$ cat config.mk
export PLATFORM = sky130hd
export DESIGN_NAME = dmem_req_ctrl
export DESIGN_NICKNAME = d
export VERILOG_FILES = /design/src/rtl/dmem_req_ctrl.sv
export SDC_FILE = /design/constraint.sdc
export NUM_CORES = 1
export LEC_CHECK = 0
export CAP_MARGIN = 30
export CORE_AREA = 5 5 165 167
export DETAILED_ROUTE_END_ITERATION = 8
export DIE_AREA = 0 0 170 172
export PLACE_DENSITY = 0.69
export SLEW_MARGIN = 20
export SYNTH_ARGS = -nofsm -noshare
export SYNTH_HDL_FRONTEND = slang
export SYNTH_SLANG_ARGS = --single-unit
export TNS_END_PERCENT = 100
$ cat constraint.sdc
create_clock -name clk_i -period 2 [get_ports clk_i]
set_input_delay 0.3 -clock clk_i [delete_from_list [all_inputs] [get_ports clk_i]]
set_output_delay 0.3 -clock clk_i [all_outputs]
set_load 0.03 [all_outputs]
$ cat src/rtl/dmem_req_ctrl.sv
// dmem_req_ctrl
// Sequences one memory micro-op at a time from the execute stage onto the
// dcache request port. It issues the request and reissues it after a nack.
// A kill or exception return aborts the request. The controller returns one
// extended load result, or one exception code, per transaction.
//
// Ports
//   clk_i, rstn_i            clock, synchronous active-low reset
//   valid_i, kill_i,
//   csr_eret_i               micro-op present / pipeline flush / exception return
//   is_store_i, funct3_i,
//   addr_i, data_i, rd_i     micro-op fields (latched when the op is accepted)
//   dmem_req_ready_i         dcache accepts the request
//   dmem_resp_*_i            dcache response, nack and load data
//   dmem_xcpt_*_i            dcache misaligned / page-fault exceptions
//   dmem_req_*_o             dcache request (valid, cmd, addr, op type, data, tag, kill)
//   ready_o                  one-cycle completion pulse
//   data_o, rd_o, xcpt_o     load result, destination register, exception code
//   err_o                    sticky: nack retry limit exceeded
//   lock_o                   pipeline stall request
module dmem_req_ctrl #(
    parameter int XLEN       = 64,
    parameter int NACK_LIMIT = 15
) (
    input  logic            clk_i,
    input  logic            rstn_i,
    input  logic            valid_i,
    input  logic            kill_i,
    input  logic            csr_eret_i,
    input  logic            is_store_i,
    input  logic [2:0]      funct3_i,
    input  logic [XLEN-1:0] addr_i,
    input  logic [XLEN-1:0] data_i,
    input  logic [4:0]      rd_i,
    input  logic            dmem_req_ready_i,
    input  logic            dmem_resp_valid_i,
    input  logic            dmem_resp_nack_i,
    input  logic [XLEN-1:0] dmem_resp_data_i,
    input  logic            dmem_xcpt_ma_ld_i,
    input  logic            dmem_xcpt_ma_st_i,
    input  logic            dmem_xcpt_pf_ld_i,
    input  logic            dmem_xcpt_pf_st_i,
    output logic            dmem_req_valid_o,
    output logic [4:0]      dmem_req_cmd_o,
    output logic [XLEN-1:0] dmem_req_addr_o,
    output logic [2:0]      dmem_op_type_o,
    output logic [XLEN-1:0] dmem_req_data_o,
    output logic [7:0]      dmem_req_tag_o,
    output logic            dmem_req_kill_o,
    output logic            ready_o,
    output logic [XLEN-1:0] data_o,
    output logic [4:0]      rd_o,
    output logic [1:0]      xcpt_o,
    output logic            err_o,
    output logic            lock_o
);

    localparam int CW = $clog2(NACK_LIMIT + 1);

    typedef enum logic [1:0] {S_IDLE, S_REQ, S_WAIT, S_DONE} state_t;

    state_t          r_state;
    state_t          w_next;
    logic [CW-1:0]   r_retry;
    logic            r_is_store;
    logic [2:0]      r_funct3;
    logic [XLEN-1:0] r_addr;
    logic [XLEN-1:0] r_wdata;
    logic [4:0]      r_rd;
    logic [XLEN-1:0] r_data;
    logic [1:0]      r_xcpt;
    logic            r_err;

    logic            w_flush;
    logic            w_accept;
    logic            w_wait_live;
    logic            w_nack;
    logic            w_nack_limit;
    logic            w_xcpt_any;
    logic            w_xcpt_hit;
    logic            w_resp_hit;
    logic [XLEN-1:0] w_ext_data;

    // Byte, half and word come from the low bits of the right-aligned response.
    function automatic logic [XLEN-1:0] extend(input logic [2:0] f3, input logic [XLEN-1:0] d);
        case (f3)
            3'd0:    extend = {{(XLEN-8){d[7]}},   d[7:0]};
            3'd1:    extend = {{(XLEN-16){d[15]}}, d[15:0]};
            3'd2:    extend = {{(XLEN-32){d[31]}}, d[31:0]};
            3'd4:    extend = {{(XLEN-8){1'b0}},   d[7:0]};
            3'd5:    extend = {{(XLEN-16){1'b0}},  d[15:0]};
            3'd6:    extend = {{(XLEN-32){1'b0}},  d[31:0]};
            default: extend = d;
        endcase
    endfunction

    assign w_flush      = kill_i | csr_eret_i;
    assign w_accept     = (r_state == S_IDLE) & valid_i & ~w_flush;
    // A response in WAIT is dropped when a flush arrives in the same cycle.
    assign w_wait_live  = (r_state == S_WAIT) & ~w_flush;
    assign w_nack       = w_wait_live & dmem_resp_nack_i;
    assign w_nack_limit = w_nack & (r_retry == CW'(NACK_LIMIT));
    assign w_xcpt_any   = dmem_xcpt_ma_ld_i | dmem_xcpt_ma_st_i |
                          dmem_xcpt_pf_ld_i | dmem_xcpt_pf_st_i;
    assign w_xcpt_hit   = w_wait_live & ~dmem_resp_nack_i & w_xcpt_any;
    assign w_resp_hit   = w_wait_live & ~dmem_resp_nack_i & ~w_xcpt_any & dmem_resp_valid_i;
    assign w_ext_data   = extend(r_funct3, dmem_resp_data_i);

    // State register.
    // NOTE: sequential state uses non-blocking assignments so every flop
    // samples values from before the edge, regardless of block ordering.
    always_ff @(posedge clk_i) begin
        if (!rstn_i) begin
            r_state <= S_IDLE;
        end else begin
            r_state <= w_next;
        end
    end

    // Next-state logic.
    always_comb begin
        // NOTE: default first so that every path assigns w_next and no latch is inferred.
        w_next = r_state;
        case (r_state)
            S_IDLE: if (w_accept) w_next = S_REQ;
            S_REQ: begin
                if (w_flush)               w_next = S_IDLE;
                else if (dmem_req_ready_i) w_next = S_WAIT;
            end
            S_WAIT: begin
                if (w_flush)                 w_next = S_IDLE;
                else if (dmem_resp_nack_i)   w_next = w_nack_limit ? S_DONE : S_REQ;
                else if (w_xcpt_any)         w_next = S_DONE;
                else if (dmem_resp_valid_i)  w_next = S_DONE;
            end
            default: w_next = S_IDLE;
        endcase
    end

    // Request fields, retry counter and result registers.
    always_ff @(posedge clk_i) begin
        if (!rstn_i) begin
            r_retry    <= '0;
            r_is_store <= 1'b0;
            r_funct3   <= '0;
            r_addr     <= '0;
            r_wdata    <= '0;
            r_rd       <= '0;
            r_data     <= '0;
            r_xcpt     <= '0;
            r_err      <= 1'b0;
        end else begin
            if (w_accept) begin
                r_retry    <= '0;
                r_is_store <= is_store_i;
                r_funct3   <= funct3_i;
                r_addr     <= addr_i;
                r_wdata    <= data_i;
                r_rd       <= rd_i;
                r_data     <= '0;
                r_xcpt     <= '0;
            end
            if (w_nack_limit) begin
                r_err  <= 1'b1;
                r_xcpt <= '0;
            end else if (w_nack) begin
                r_retry <= r_retry + CW'(1);
            end
            // A page fault has priority over a misaligned access.
            if (w_xcpt_hit) begin
                r_xcpt <= (dmem_xcpt_pf_ld_i | dmem_xcpt_pf_st_i) ? 2'd2 : 2'd1;
            end
            if (w_resp_hit) begin
                r_data <= r_is_store ? '0 : w_ext_data;
            end
        end
    end

    // Outputs decoded from the state.
    always_comb begin
        dmem_req_valid_o = (r_state == S_REQ);
        dmem_req_kill_o  = ((r_state == S_REQ) | (r_state == S_WAIT)) & w_flush;
        ready_o          = (r_state == S_DONE) & ~w_flush;
        // lock_o drops in DONE, so the pipeline advances on the ready_o cycle.
        lock_o           = ((r_state == S_IDLE) & valid_i) |
                           (r_state == S_REQ) | (r_state == S_WAIT);
    end

    assign dmem_req_cmd_o  = {4'b0000, r_is_store};
    assign dmem_req_addr_o = r_addr;
    assign dmem_op_type_o  = r_funct3;
    assign dmem_req_data_o = r_wdata;
    assign dmem_req_tag_o  = {3'b000, r_rd};
    assign data_o          = r_data;
    assign rd_o            = r_rd;
    assign xcpt_o          = r_xcpt;
    assign err_o           = r_err;

endmodule

# ---- After elaboration in Yosys (flattened, before gate mapping)
# Index checks and enable logic that the tools add are counted.
dict set report classes {
  muxes 20
  eq_ne 12
  addsub 1
  bitwise 22
  n_reduce_logical 5
}
# cell n
set ops {}
lappend ops {{$pmux 64 s6} 1}
lappend ops {{$mux 64} 3}
lappend ops {{$mux 2} 12}
lappend ops {{$mux 4} 3}
lappend ops {{$and 1x1->1} 11}
lappend ops {{$eq 3x3->1 const B} 3}
lappend ops {{$or 1x1->1} 8}
lappend ops {{$pmux 2 s3} 1}
lappend ops {{$ne 5x5->1 const B} 1}
lappend ops {{$add 4x1->4 const B} 1}
lappend ops {{$eq 2x2->1 const B} 2}
lappend ops {{$eq 4x4->1 const B} 1}
lappend ops {{$eq 3x1->1 const B} 1}
lappend ops {{$eq 3x2->1 const B} 1}
lappend ops {{$logic_not 3->1} 1}
lappend ops {{$ne 3x2->1 const B} 1}
lappend ops {{$not 1->1} 3}
lappend ops {{$reduce_and 3->1} 1}
lappend ops {{$reduce_bool 3->1} 1}
lappend ops {{$eq 2x1->1 const B} 1}
lappend ops {{$logic_not 2->1} 1}
lappend ops {{$ne 2x2->1 const B} 1}
lappend ops {{$reduce_bool 2->1} 1}
dict set report word_totals {
  inputBits 213
  output_inout_bits 220
  wordCells 70
  register_bits 210
}

# ---- Logic depth before layout (Yosys ltp)
dict set report depth {
  word_depth 9
  ltp_mapped 9
  ltp_nobuf 6
}

# ---- Least setup slack after synthesis
# Ideal clock, no wire load.
dict set report synth_path {
  path_kind {flip-flop to flip-flop}
  start {register r_state[0]}
  end {register r_data[53] (netlist: data_o[53])}
  setup_ps 69
  path_buffers 1
  synth_period_minus_slack_ps 2024
  required_ps 1931
  path_slack_ps -24
  path_stages_with_launch 8
  arrival_ps 1955
  path_cell_list {dfxtp_1 -> inv_1 -> ha_1 -> or4b_4 -> nor4_4 -> o21ai_2 -> buf_6 -> o21ai_1}
}
dict set report synth_between {
  elab_chain_len 6
  elab_cells_between_ends 10
  classes_between {1 x eq/ne; 1 x mux; 6 x bitwise; 2 x reduce/logical}
}
# item line_no
set synth_rtl {}
lappend synth_rtl {{start, declared} 62} ;# state_t r_state;
lappend synth_rtl {{start signal, assigned} 116} ;# r_state <= w_next;
lappend synth_rtl {{$eq 2x2->1} 100} ;# assign w_wait_live = (r_state == S_WAIT) & ~w_flush;
lappend synth_rtl {{$and 1x1->1} 100}
lappend synth_rtl {{$and 1x1->1 (3 in a row)} 106} ;# assign w_resp_hit = w_wait_live & ~dmem_resp_nack_i & ~w_xcpt_any & dmem_resp_valid_i;
lappend synth_rtl {{$mux 64 or $reduce_bool 2->1 (tied branches)} --}
lappend synth_rtl {{end signal, assigned} 174} ;# r_data <= r_is_store ? '0 : w_ext_data;
lappend synth_rtl {{end, declared} 70} ;# logic [XLEN-1:0] r_data;
# Several ways; a longest one is shown, not always the timed one.
# A chain may end at the register's enable or synchronous reset.

# ---- Final worst setup path
dict set report layout_path {
  start {register r_is_store}
  end {output port dmem_req_cmd_o[0]}
}
# item line_no
set layout_rtl {}
lappend layout_rtl {{start, declared} 65} ;# logic r_is_store;
lappend layout_rtl {{start signal, assigned} 155} ;# r_is_store <= is_store_i;
lappend layout_rtl {{end, declared} 44} ;# output logic [4:0] dmem_req_cmd_o,
# No word-level cell between the ends.

==> run_results.csv <==
group,metric,value,unit
detailed_routing,dr_total_vias,8087,
hold_path,hp-class,"primary input to flip-flop",
clock_tree,htree_levels,1,
clock_tree,clk_latency,520,ps
layout,syn2layout_area_growth,71.9,%
layout,final_cell_mix,"418 x clkdlybuf4s50_1, 342 x nand2_1, 207 x dfxtp_1",
timing,max-slew-margin-rel,0.541,
critical_path,cp_max_fo,3,
hold_path,min_to,"dmem_op_type_o[1]",
global_routing,grtUsageTotal,0.179,
global_routing,grt_max_degree,75,
logic_synthesis,syn_area,0.00776,mm2
clock_tree,clk_pin_slew,60,ps
layout,num-nets-final,1609,
logic_synthesis,synth_seq_cells,210,
global_routing,antenna_found_initial,1,
floorplanning,dieArea,0.0292,mm2
place,port_buffers,425,
outcome,outcome,"finished clean",
clock_tree,clock-sinks,210,
power,power_density,786,mW/mm2
place,dp_hpwl,20800,um
detailed_routing,wl_per_cell,16.5,um
timing,setup_viol,0,
critical_path,required,1700,ps
timing,slew_violations,0,
critical_path,crit_family,"buffers and inverters",
floorplanning,die_w,170,um
floorplanning,num_io_pins,433,
logic_synthesis,synth_top_area_frac,0.541,
floorplanning,start_util,0.303,
logic_synthesis,syn_avg_cell_area,7.99,um2
detailed_routing,firstDrtPassIters,5,
global_routing,grt_pass1_vias,7817,
power,vdd.ir_drop.worst,0.566,mV
clock_tree,hold_buffers,0,
critical_path,critPathKind,"flip-flop to output pin",
layout,final_core_util,0.521,
logic_synthesis,synth_edf_count,0,
global_routing,grt_first_pass_wirelength,42500,um
timing,setup_ws,53.8,ps
detailed_routing,wl,28600,um
detailed_routing,remaining_drc_errors,0,
logic_synthesis,yosysWarnings,0,
layout,fin_cells,1739,
logic_synthesis,synth-main-ff-cell,"dfxtp_1",
critical_path,crit_path_end_kind,"output pin",
floorplanning,die_h,172,um
logic_synthesis,synth_cells,972,
power,p_leak,4.82,nW
critical_path,path_buf_inv,1,
timing,grt_setup_unrepaired,"no",
timing,hold_violations,0,
global_routing,grt_overflow,0,
detailed_routing,ant_nets,0,
layout,final_common_cell,"clkdlybuf4s50_1",
critical_path,slowest_delay,740,ps
power,fin_total_pwr,10.5,mW
place,dp_slack,-221,ps
timing,tightest_slew,689,ps
logic_synthesis,async_reset_ff_frac,0,
logic_synthesis,yosys.area.top_type,"dfxtp_1",
logic_synthesis,ys_seq_area_frac,0.541,
hold_path,holdPathStages,3,
critical_path,cpMaxStageDelayCell,"clkdlybuf4s50_1",
timing,clock-skew-final,18.4,ps
timing,min_period_over_period,0.973,
timing,fin_crit,1950,ps
critical_path,path_cells,"clkdlybuf4s50_1",
floorplanning,row_count,59,
job,cap_violations,0,
hold_path,hp-start,"funct3_i[1]",
critical_path,regToRegEndpoint,"r_state[1]",
clock_tree,cts_tree,"built",
critical_path,reg2reg_depth,6,
floorplanning,coreArea,0.0256,mm2
clock_tree,cts_buffers,25,
timing,timing.fmax,514,MHz
critical_path,start_kind,"flip-flop",
critical_path,rrSetupSlack,80,ps
clock_tree,root_buffer,"clkbuf_16",
detailed_routing,drt_iter0_markers,534,
detailed_routing,viasPerCell,4.65,
place,place_congestion,0.816,
critical_path,crit_arrival,1650,ps
layout,drive_gt1_frac,0.0713,
critical_path,critPathLaunch,"r_is_store",
logic_synthesis,ys_top_cells_by_area,"dfxtp_1 54%, nand2_1 17%, a21oi_1 10%",
clock_tree,cts_max_path_buffers,3,
place,place.detailed.instances,1699,
critical_path,rr_startpoint,"r_state[0]",
logic_synthesis,ys_types,46,
critical_path,cp_num_cells,1,
-- kinds of logic after synthesis --
logic type,synth area share
simple gates,0.222
compound gates,0.169
flops,0.541
buf+inv,0.0514
fa+ha+maj,0.00806
mux,0.00532
xor+xnor,0.00226
other cells,0.000483
-- report_power, final --
part | total (mW) | switching, mW | internal (mW)
registers | 4.41 | 0.0813 | 4.33
logic | 1.84 | 0.941 | 0.900
clock network | 4.24 | 1.73 | 2.52
total | 10.5 | 2.75 | 7.75
-- how the worst max path moves through the flow --
stage | to | slack (ps)
2_1_floorplan | data_o[43] | 7
3_3_place_gp | r_state[1] | -240
3_5_place_dp | r_state[1] | -220
4_1_cts | dmem_req_cmd_o[0] | 10
5_1_grt | lock_o | 6
6_report | dmem_req_cmd_o[0] | 50
-- registers in the layout, indices dropped and copies added (netlist names) --
name and flops:
data_o 64, dmem_op_type_o 3, dmem_req_addr_o 64, dmem_req_data_o 64, err_o 1, r_is_store 1, r_retry 4, r_state 2
rd_o 5, xcpt_o 2
-- synthesized netlist by cell type, types with 2 or more instances --
cell and n:
a22o_1 16, buf_4 13, ha_1 5, dfxtp_1 210
o21a_1 2, nand3_1 5, nor3_1 3, buf_1 2
buf_6 3, nand2b_1 2, nor2_1 35, nor2b_1 3
clkbuf_1 63, o21ai_1 31, a21oi_1 161, and2_1 15
nand2_1 342, mux2i_1 3, inv_1 4, or4bb_1 2
xor2_1 2, nor4bb_1 2, o21ai_0 25
-- metrics by stage --
stage	cell area (um2)	TNS, ps	hold WS, ps
finish	13300	0	327
global placement	12500	-14790	432
CTS	13300	0	289
global route	13300	0	311
floorplan	7790	0	416
detailed placement	12500	-17380	439
-- repair_timing --
| action | in CTS | in global routing |
|---|---|---|
| pin swaps | 2 | 1 |
| setup endpoints to repair | 8 | 19 |
| gates resized for setup | 14 | 5 |
| hold endpoints to repair | 0 | 0 |
| buffers inserted | 1 | 0 |
-- layer usage --
layer	global-route usage	share of wire
met1	0.200	0.38
met2	0.316	0.48
met3	0.0693	0.11
met4	0.0552	0.027
met5	0	0
-- area by class of cell --
type                    count  area (um2)
fillers                  2355       12300
repair buffers            468        4690
multi-input cells         681        3260
well taps                 335         419
inverters                   5        21.3
clock inverters             5        60.1
diodes                      1        2.50
clock buffers              34         689
flip-flops and latches    210        4210
No activity file was read; power rests on OpenSTA's default activity.
